<file path="src/rtl/aes_pkg.sv">
// Shared AES helpers: GF(2^8) constant multiplies, column slicing and the
// InvMixColumns sequencer state type.
package aes_pkg;

  localparam int unsigned DATA_W   = 128;
  localparam int unsigned COL_W    = 32;
  localparam int unsigned NUM_COLS = 4;
  localparam logic [7:0]  AES_POLY = 8'h1B;

  typedef enum logic [1:0] {
    IDLE = 2'd0,
    BUSY = 2'd1,
    HOLD = 2'd2
  } imc_state_e;

  // Multiply by x modulo x^8+x^4+x^3+x+1; stays within 8 bits.
  function automatic logic [7:0] xtime(input logic [7:0] a);
    xtime = {a[6:0], 1'b0} ^ (a[7] ? AES_POLY : 8'h00);
  endfunction

  // Constant multiply for the MixColumns/InvMixColumns coefficients.
  function automatic logic [7:0] gf_mul8(input logic [7:0] a, input logic [7:0] k);
    logic [7:0] x2, x4, x8;
    x2 = xtime(a);
    x4 = xtime(x2);
    x8 = xtime(x4);
    case (k)
      8'h01:   gf_mul8 = a;
      8'h02:   gf_mul8 = x2;
      8'h03:   gf_mul8 = x2 ^ a;
      8'h09:   gf_mul8 = x8 ^ a;
      8'h0b:   gf_mul8 = x8 ^ x2 ^ a;
      8'h0d:   gf_mul8 = x8 ^ x4 ^ a;
      8'h0e:   gf_mul8 = x8 ^ x4 ^ x2;
      default: gf_mul8 = 8'h00;
    endcase
  endfunction

  // Column c of a column-major state; column 0 is the most significant word.
  function automatic logic [COL_W-1:0] col_slice(input logic [DATA_W-1:0] s,
                                                 input logic [1:0] c);
    case (c)
      2'd0:    col_slice = s[127:96];
      2'd1:    col_slice = s[95:64];
      2'd2:    col_slice = s[63:32];
      default: col_slice = s[31:0];
    endcase
  endfunction

endpackage

</file>
<file path="src/rtl/inv_mix_column.sv">
// Combinational InvMixColumns on one 32-bit column (row 0 in the top byte).
module inv_mix_column
  import aes_pkg::*;
(
  input  logic [COL_W-1:0] col_i,
  output logic [COL_W-1:0] col_o
);

  logic [7:0] a0, a1, a2, a3;

  assign a0 = col_i[31:24];
  assign a1 = col_i[23:16];
  assign a2 = col_i[15:8];
  assign a3 = col_i[7:0];

  // Each output row uses the {0e,0b,0d,09} row rotated by its index.
  assign col_o[31:24] = gf_mul8(a0, 8'h0e) ^ gf_mul8(a1, 8'h0b) ^ gf_mul8(a2, 8'h0d) ^ gf_mul8(a3, 8'h09);
  assign col_o[23:16] = gf_mul8(a1, 8'h0e) ^ gf_mul8(a2, 8'h0b) ^ gf_mul8(a3, 8'h0d) ^ gf_mul8(a0, 8'h09);
  assign col_o[15:8]  = gf_mul8(a2, 8'h0e) ^ gf_mul8(a3, 8'h0b) ^ gf_mul8(a0, 8'h0d) ^ gf_mul8(a1, 8'h09);
  assign col_o[7:0]   = gf_mul8(a3, 8'h0e) ^ gf_mul8(a0, 8'h0b) ^ gf_mul8(a1, 8'h0d) ^ gf_mul8(a2, 8'h09);

endmodule

</file>
<file path="src/rtl/inv_mix_columns_seq.sv">
// Sequential AES InvMixColumns with valid/ready handshake.
// INV_MIX_COLUMNS_PARALLEL_EN: all four columns in one BUSY cycle instead of one per cycle.
module inv_mix_columns_seq
  import aes_pkg::*;
(
  input  logic              clk,
  input  logic              rst,
  input  logic              in_valid,
  output logic              in_ready,
  input  logic [DATA_W-1:0] state_in,
  output logic              out_valid,
  input  logic              out_ready,
  output logic [DATA_W-1:0] state_out
);

  imc_state_e        state_q, state_d;
  logic [1:0]        col_q, col_d;
  logic [DATA_W-1:0] in_q, in_d;
  logic [DATA_W-1:0] out_q, out_d;
  logic              out_valid_q, out_valid_d;

`ifdef INV_MIX_COLUMNS_PARALLEL_EN
  logic [DATA_W-1:0] res_full;

  for (genvar g = 0; g < NUM_COLS; g++) begin : g_col
    inv_mix_column u_col (
      .col_i (in_q[DATA_W-1-COL_W*g -: COL_W]),
      .col_o (res_full[DATA_W-1-COL_W*g -: COL_W])
    );
  end
`else
  logic [COL_W-1:0] col_in, col_res;

  assign col_in = col_slice(in_q, col_q);

  inv_mix_column u_col (
    .col_i (col_in),
    .col_o (col_res)
  );
`endif

  // Ready in HOLD only once the current result is being taken, so a new block
  // can be captured on the same edge with no idle bubble.
  assign in_ready  = (state_q == IDLE) || ((state_q == HOLD) && out_ready);
  assign out_valid = out_valid_q;
  assign state_out = out_q;

  always_comb begin
    state_d     = state_q;
    col_d       = col_q;
    in_d        = in_q;
    out_d       = out_q;
    out_valid_d = out_valid_q;
    case (state_q)
      IDLE: begin
        if (in_valid) begin
          in_d    = state_in;
          col_d   = 2'd0;
          state_d = BUSY;
        end
      end
      BUSY: begin
`ifdef INV_MIX_COLUMNS_PARALLEL_EN
        out_d       = res_full;
        out_valid_d = 1'b1;
        state_d     = HOLD;
`else
        case (col_q)
          2'd0:    out_d[127:96] = col_res;
          2'd1:    out_d[95:64]  = col_res;
          2'd2:    out_d[63:32]  = col_res;
          default: out_d[31:0]   = col_res;
        endcase
        col_d = col_q + 2'd1;
        if (col_q == 2'd3) begin
          out_valid_d = 1'b1;
          state_d     = HOLD;
        end
`endif
      end
      HOLD: begin
        if (out_ready) begin
          out_valid_d = 1'b0;
          if (in_valid) begin
            in_d    = state_in;
            col_d   = 2'd0;
            state_d = BUSY;
          end else begin
            state_d = IDLE;
          end
        end
      end
      default: state_d = IDLE;
    endcase
  end

  always_ff @(posedge clk) begin
    if (rst) begin
      state_q     <= IDLE;
      col_q       <= 2'd0;
      in_q        <= '0;
      out_q       <= '0;
      out_valid_q <= 1'b0;
    end else begin
      state_q     <= state_d;
      col_q       <= col_d;
      in_q        <= in_d;
      out_q       <= out_d;
      out_valid_q <= out_valid_d;
    end
  end

endmodule

</file>
<file path="config.mk">
export PLATFORM = sky130hd
export DESIGN_NAME = inv_mix_columns_seq
export DESIGN_NICKNAME = d
export VERILOG_FILES = /design/src/rtl/aes_pkg.sv /design/src/rtl/inv_mix_column.sv /design/src/rtl/inv_mix_columns_seq.sv
export SDC_FILE = /design/constraint.sdc
export NUM_CORES = 1
export LEC_CHECK = 0
export ABC_AREA = 1
export BUFFER_PORTS_ARGS = -buffer_cell sky130_fd_sc_hd__buf_4
export CORE_MARGIN = 4
export CORE_UTILIZATION = 30
export CTS_BUF_LIST = sky130_fd_sc_hd__clkbuf_2 sky130_fd_sc_hd__clkbuf_4 sky130_fd_sc_hd__clkbuf_8
export DETAILED_ROUTE_END_ITERATION = 10
export PLACE_DENSITY = 0.6
export SYNTH_ARGS = -nofsm -noshare
export SYNTH_HDL_FRONTEND = slang
export SYNTH_SLANG_ARGS = --single-unit
</file>
<file path="constraint.sdc">
create_clock -name clk -period 2.6 [get_ports clk]
set_clock_uncertainty 0.05 [all_clocks]
set_input_delay 0.26 -clock clk [delete_from_list [all_inputs] [get_ports clk]]
set_output_delay 0.26 -clock clk [all_outputs]
set_load 0.02 [all_outputs]
</file>
# After elaboration in Yosys (flattened, before gate mapping)

Cells that the tools add are included.

Register bits after elaboration: 261
Input bits: 132
Logic and storage cells: 109

Eq/ne operators: 8
Bitwise gates (word level): 49
Muxes and demuxes: 27
Add/sub/neg operators: 1
Reductions and logical operators: 16

Operators by type and width:

| kind                                                | number |
|---|---|
| bitwise XOR 8 bit                                   | 47 |
| two-way mux 128 bit                                 | 2 |
| one-hot mux 128 bit (2 select lines)                | 1 |
| one-hot mux 32 bit (3 select lines)                 | 1 |
| two-way mux 5 bit                                   | 12 |
| one-hot mux 2 bit (3 select lines)                  | 2 |
| AND reduction 2 bit                                 | 6 |
| two-way mux 2 bit                                   | 5 |
| bitwise XOR 8 x 5 -> 8 bit                          | 1 |
| equality test 2 bit, second input constant          | 3 |
| inequality test 2 bit, second input constant        | 3 |
| AND reduction 3 bit                                 | 2 |
| equality test 2 x 1 -> 1 bit, second input constant | 2 |
| logical NOT 2 bit                                   | 2 |
| nonzero test 2 bit                                  | 2 |
| two-way mux 1 bit                                   | 3 |
| nonzero test 3 bit                                  | 1 |
| OR reduction 3 bit                                  | 1 |
| adder 2 x 1 -> 2 bit, second input constant         | 1 |
| one-hot mux 1 bit (2 select lines)                  | 1 |
| logical AND 1 bit                                   | 1 |
| logical OR 1 bit                                    | 1 |
| inverter 1 bit                                      | 1 |

# Longest topological paths before layout

Depth after elaboration: 13
Depth in mapped cells: 23
Mapped depth without buffers: 21

# Modules after synthesis

From an unflattened synthesis, not the netlist that was laid out.

Cells, all modules: 2342
Area, all modules: 15031.9 um2

Modules (own cells, without submodules):

| module              | cells an instance | instances | area each (um2) |
|---|---|---|---|
| inv_mix_columns_seq | 1597              | 1         | 10989.3 |
| inv_mix_column      | 745               | 1         | 4042.6 |

# Least setup slack after synthesis

No wires, ideal clock.

Path type: reg-to-reg
Start: register col_q[0]
End: register out_q[71] (netlist: state_out[71])
Arrival time: 2.324 ns
Clock period less this slack: 2.483 ns
Setup time: 0.109 ns
Slack: 0.117 ns
Data required time: 2.441 ns
Stages on the path, launching flop included: 16
Path through: dfxtp_1 -> inv_1 -> ha_1 -> buf_4 -> buf_6 -> nand2_1 -> nand2_2 -> o21ai_4 -> nand2_1 -> nand2_1 -> xor2_1 -> xnor2_1 -> xor2_1 -> nand2_1 -> nand2_1 -> inv_1

Word-level cells in the longest chain between the ends: 10
Elaborated cells on any way between the ends: 27
Those cells by class: eq/ne: 2; mux: 1; bitwise: 22; reduce/logical: 2

RTL lines:

| element                                                                | RTL line                     | source |
|---|---|---|
| from (decl)                                                            | inv_mix_columns_seq.sv:17    | `logic [1:0] col_q, col_d;` |
| from (signal assigned)                                                 | inv_mix_columns_seq.sv:106   | `col_q <= col_d;` |
| equality test 2 bit, or another cell as far along                      | aes_pkg.sv:42                | `case (c)` |
| one-hot mux 32 bit (3 select lines)                                    | aes_pkg.sv:42                |  |
| bitwise XOR 8 bit (2 in a row)                                         | aes_pkg.sv:18                | `xtime = {a[6:0], 1'b0} ^ (a[7] ? AES_POLY : 8'h00);` |
| bitwise XOR 8 x 5 -> 8 bit / bitwise XOR 8 bit (equally long branches) | aes_pkg.sv:18                |  |
| bitwise XOR 8 bit, on equally long branches (2 in a row)               | aes_pkg.sv:34, aes_pkg.sv:32 |  |
| bitwise XOR 8 bit (3 in a row)                                         | inv_mix_column.sv:20         | `assign col_o[7:0] = gf_mul8(a3, 8'h0e) ^ gf_mul8(a0, 8'h0b) ^ gf_mul8(a1, 8'h0d) ^ gf_mul8(a2, 8'h09);` |
| to (signal assigned)                                                   | inv_mix_columns_seq.sv:108   | `out_q <= out_d;` |
| to (decl)                                                              | inv_mix_columns_seq.sv:19    | `logic [DATA_W-1:0] out_q, out_d;` |

Several ways; a longest one is shown, not always the timed one.
A chain may end at the register's enable or synchronous reset.

# Final worst setup path

Start: register col_q[0]
End: register out_q[87] (netlist: state_out[87])

Word-level cells in the longest chain between the ends: 10
Elaborated cells on any way between the ends: 27
Those cells by class: eq/ne: 2; mux: 1; bitwise: 22; reduce/logical: 2

RTL lines:

| element                                                  | RTL line                     | source |
|---|---|---|
| equality test 2 bit, or another cell as far along        | aes_pkg.sv:42                |  |
| one-hot mux 32 bit (3 select lines)                      | aes_pkg.sv:42                |  |
| bitwise XOR 8 bit (3 in a row)                           | aes_pkg.sv:18                |  |
| bitwise XOR 8 bit, on equally long branches (2 in a row) | aes_pkg.sv:34, aes_pkg.sv:32 |  |
| bitwise XOR 8 bit (3 in a row)                           | inv_mix_column.sv:18         | `assign col_o[23:16] = gf_mul8(a1, 8'h0e) ^ gf_mul8(a2, 8'h0b) ^ gf_mul8(a3, 8'h0d) ^ gf_mul8(a0, 8'h09);` |

Several ways; a longest one is shown, not always the timed one.

==> key figures <==
Timing
  – Unrepaired setup endpoints after global routing: yes
  – Fin crit share: 1.04
  – Fin. max-slew vios: 0
  – Max Clk Rate: 371 MHz
  – Worst-Margin Slew: 593 ps
  – Setup ws final: -98.4 ps
  – Setup Viol. Count Final: 72
  – Final TNS setup: -2180 ps
  – Slew headroom: 0.605
  – Hold Fails Final Rpt: 0
  – Worst hold margin: 66.8 ps
  – Post-layout min period: 2700 ps

Layout
  – Area Growth Syn to Fin: 58.2%
  – Post-Layout Cell Count: 3,448
  – Final std cell area, no fill: 22,900 um^2
  – Final #Nets: 2,937
  – ANT cells: 0
  – Fraction of layout cells with a size suffix above 1: 0.330
  – Layout fillers: 4,652

Setup path
  – Crit path top cell by count: buf_4
  – CP Capture Type: flip-flop
  – Cell Chain, Critical Path: inv_4 -> ha_4 -> buf_4 -> nand2_1 -> nand2_2 -> nor2_2 -> nor2_4 -> nand2_1 -> nand2_2 -> buf_4 -> xor2_1 -> xor2_1 -> buf_4 -> buf_4 -> nand2_2 -> nand3_1 -> nand2_1 -> inv_1
  – Worst path max stage delay: 380 ps
  – CP required: 3100 ps
  – FF-to-FF End: state_out[87]
  – R2r setup slk: -100 ps
  – RR Startpoint: col_q[0]
  – Worst Setup Path Type: flip-flop to flip-flop
  – CP startpoint kind: flip-flop
  – Slowest-stage cell, CP: dfxtp_4
  – R2R depth: 18
  – Max Fanout on Critical Path: 6
  – Crit path DAT: 3200 ps

Clock network
  – Worst skew pair latency: 620 ps
  – Clock-pin slew of the registers on the worst-case setup and hold paths: 60 ps
  – Longest Clk Path Bufs: 3
  – CTS tree: done
  – H-Tree Depth: 2
  – CTS sink cnt: 261
  – CTS Buf Count: 47
  – Root buffer cell: clkbuf_8

Floorplanning
  – # IOs: 262
  – Core Footprint: 47,600 um^2
  – Rows: 80
  – Die area: 51,800 um^2
  – Die X: 228 um
  – Initial core utilization: 0.303
  – Die Ht: 228 um

Synthesis
  – Ys Warns: 0
  – Mapped Avg Cell Area: 6.60 um^2
  – Top_reg_cell synth: dfxtp_1
  – Unique masters post-synth: 44
  – Sequential fraction of the synthesis area: 0.361
  – Synthesized area: 14,500 um^2
  – Asr flop ratio synth: 0
  – Syn Inst Count: 2,190
  – Post-synth EDFFs: 0
  – Syn_nets: 2,327
  – FF+latch count, synth: 261

Placed design
  – Detailed placer's ending HPWL: 43,400 um
  – Final GP Congestion: 0.980
  – Post-DP Area: 18,800 um^2
  – Pre-CTS setup slack: -514 ps
  – I/O Buffers: 261
  – Inst Count DP: 3,203

Run
  – Max cap viols: 0

Power and ir drop
  – Share of power burned in registers: 0.286
  – Switch share: 0.384
  – Switch Pwr: 5.89 mW
  – Internal power: 9.45 mW
  – Static Leak: 11.1 nW
  – Clock power share: 0.274
  – Logic pwr share: 0.441
  – Pwr Density: 671 nW/um^2
  – Max IR drop VDD: 375 uV

Detailed routing
  – Residual DRC: 0
  – ANT nets after route: 0
  – DR pass1 iterations: 5
  – Vias per cell: 4.75
  – Vias: 16,400
  – Routed WL: 58,300 um
  – Iteration-0 DRC Markers: 1,120
  – Routed wire per std cell: 16.9 um

Global route
  – Gr usage total: 0.217
  – Largest net degree at the start of global routing: 113
  – Grt ovf: 0
  – First-pass GRT wire length: 88,500 um
  – Vias in the first global route: 15,700
  – Initial antenna violation count: 0

Min path
  – Hold Path Stages: 4
  – HP Class: primary input to flip-flop
  – HP Start: in_valid
  – Hold Crit Endpoint: in_q[53]

Run status
  – Failing checks: setup timing
  – Outcome: finished, violations left
-- per-stage QoR --
step	utilization	total power, mW
2_1_floorplan	-	7.56
6_report	0.480	15.3
5_1_grt	0.480	16.2
4_1_cts	0.461	14.9
3_5_place_dp	0.394	10.1
3_3_place_gp	0.394	10.0
-- placed cells by master (no fill, tap or decap), types with 34 or more instances in the layout --
cell and n:
nand2_1 755, buf_4 474, dfxtp_1 259, a21oi_1 197, inv_1 142, dlygate4sd3_1 129, nand2_2 125, nand3_1 123
o21ai_0 91, o21a_1 60, clkbuf_8 56, nor2_1 44, xor2_1 43, nand2_4 34
-- worst max-delay path by stage --
stage,start,endpoint,cells past startpoint
floorplan,col_q[0],state_out[71],15
global placement,col_q[0],state_out[96],17
detailed placement,col_q[0],state_out[96],17
CTS,col_q[0],state_out[96],17
global route,col_q[0],state_out[123],22
finish,col_q[0],state_out[87],18
-- timing repair --
action                                  in CTS  in global routing
hold buffers                               129                  0
gates resized for setup                    166                184
pin swaps                                   48                 72
gates cloned                                 1                  3
buffers inserted                            21                 10
endpoints found under the setup margin     128                128
hold endpoints to repair                   130                  0
-- final cells by class --
cell class | instances | area (um^2) | area share
well taps | 615 | 769 | 0.0336
clock buffers | 66 | 846 | 0.0370
multi-input cells | 1679 | 9520 | 0.416
repair buffers | 659 | 5750 | 0.251
clock inverters | 16 | 169 | 0.00738
flip-flops and latches | 261 | 5230 | 0.229
inverters | 152 | 594 | 0.0260
-- power by group through the flow --
stage	sequential, mW	combinational, mW	clock (mW)
2_1_floorplan	4.55	3.01	0
3_3_place_gp	4.46	5.57	0
3_5_place_dp	4.46	5.62	0
4_1_cts	4.38	6.20	4.30
5_1_grt	4.40	7.32	4.48
6_report	4.38	6.76	4.20
-- worst max-delay path, delay by kind of cell, from the launching register on --
kind,cells,cell delay (ps)
adders and majority gates,1,210
buffers and inverters,6,680
and+or+nand+nor,9,860
xor gates and xnor gates,2,470
DFF,1,380
-- logic make-up (layout without fill, tap and decap cells) --
kind of cell	after synthesis	count (layout)	synth area share
compound gates	399	399	0.162
buf+inv	250	893	0.0730
flops	261	261	0.361
xor+xnor	114	114	0.0729
fa+ha+maj	5	5	0.00433
simple gates	1161	1161	0.327
-- state kept, by name (all words and copies together) (netlist names) --
name and cells:
out_valid 1, state_out 128, state_q 2, in_q 128, col_q 2
-- per-layer routing --
| layer | vias up | share of wire | global-route usage |
|---|---|---|---|
| met5 | - | 0 | 0 |
| li1 | 8176 | - | - |
| met1 | 7606 | 0.45 | 0.294 |
| met4 | 0 | 0.024 | 0.0599 |
| met2 | 508 | 0.47 | 0.362 |
| met3 | 85 | 0.056 | 0.0344 |
-- Yosys cell counts (6+ instances only) --
cell type	number	area (um^2)
nand2_1	885	3320
clkbuf_1	75	282
o21ai_1	6	30.0
nand2_2	28	175
buf_6	8	90.1
o21bai_1	7	52.6
nor2_2	13	81.3
nor2_1	63	236
xnor2_1	32	280
o21bai_2	7	78.8
nand3_1	151	756
o21a_1	60	450
xor2_1	76	666
dfxtp_1	261	5230
nand4_1	8	50.1
inv_1	147	552
o21ai_0	97	485
a21oi_1	205	1030
Power figures use the tool's default switching activity.
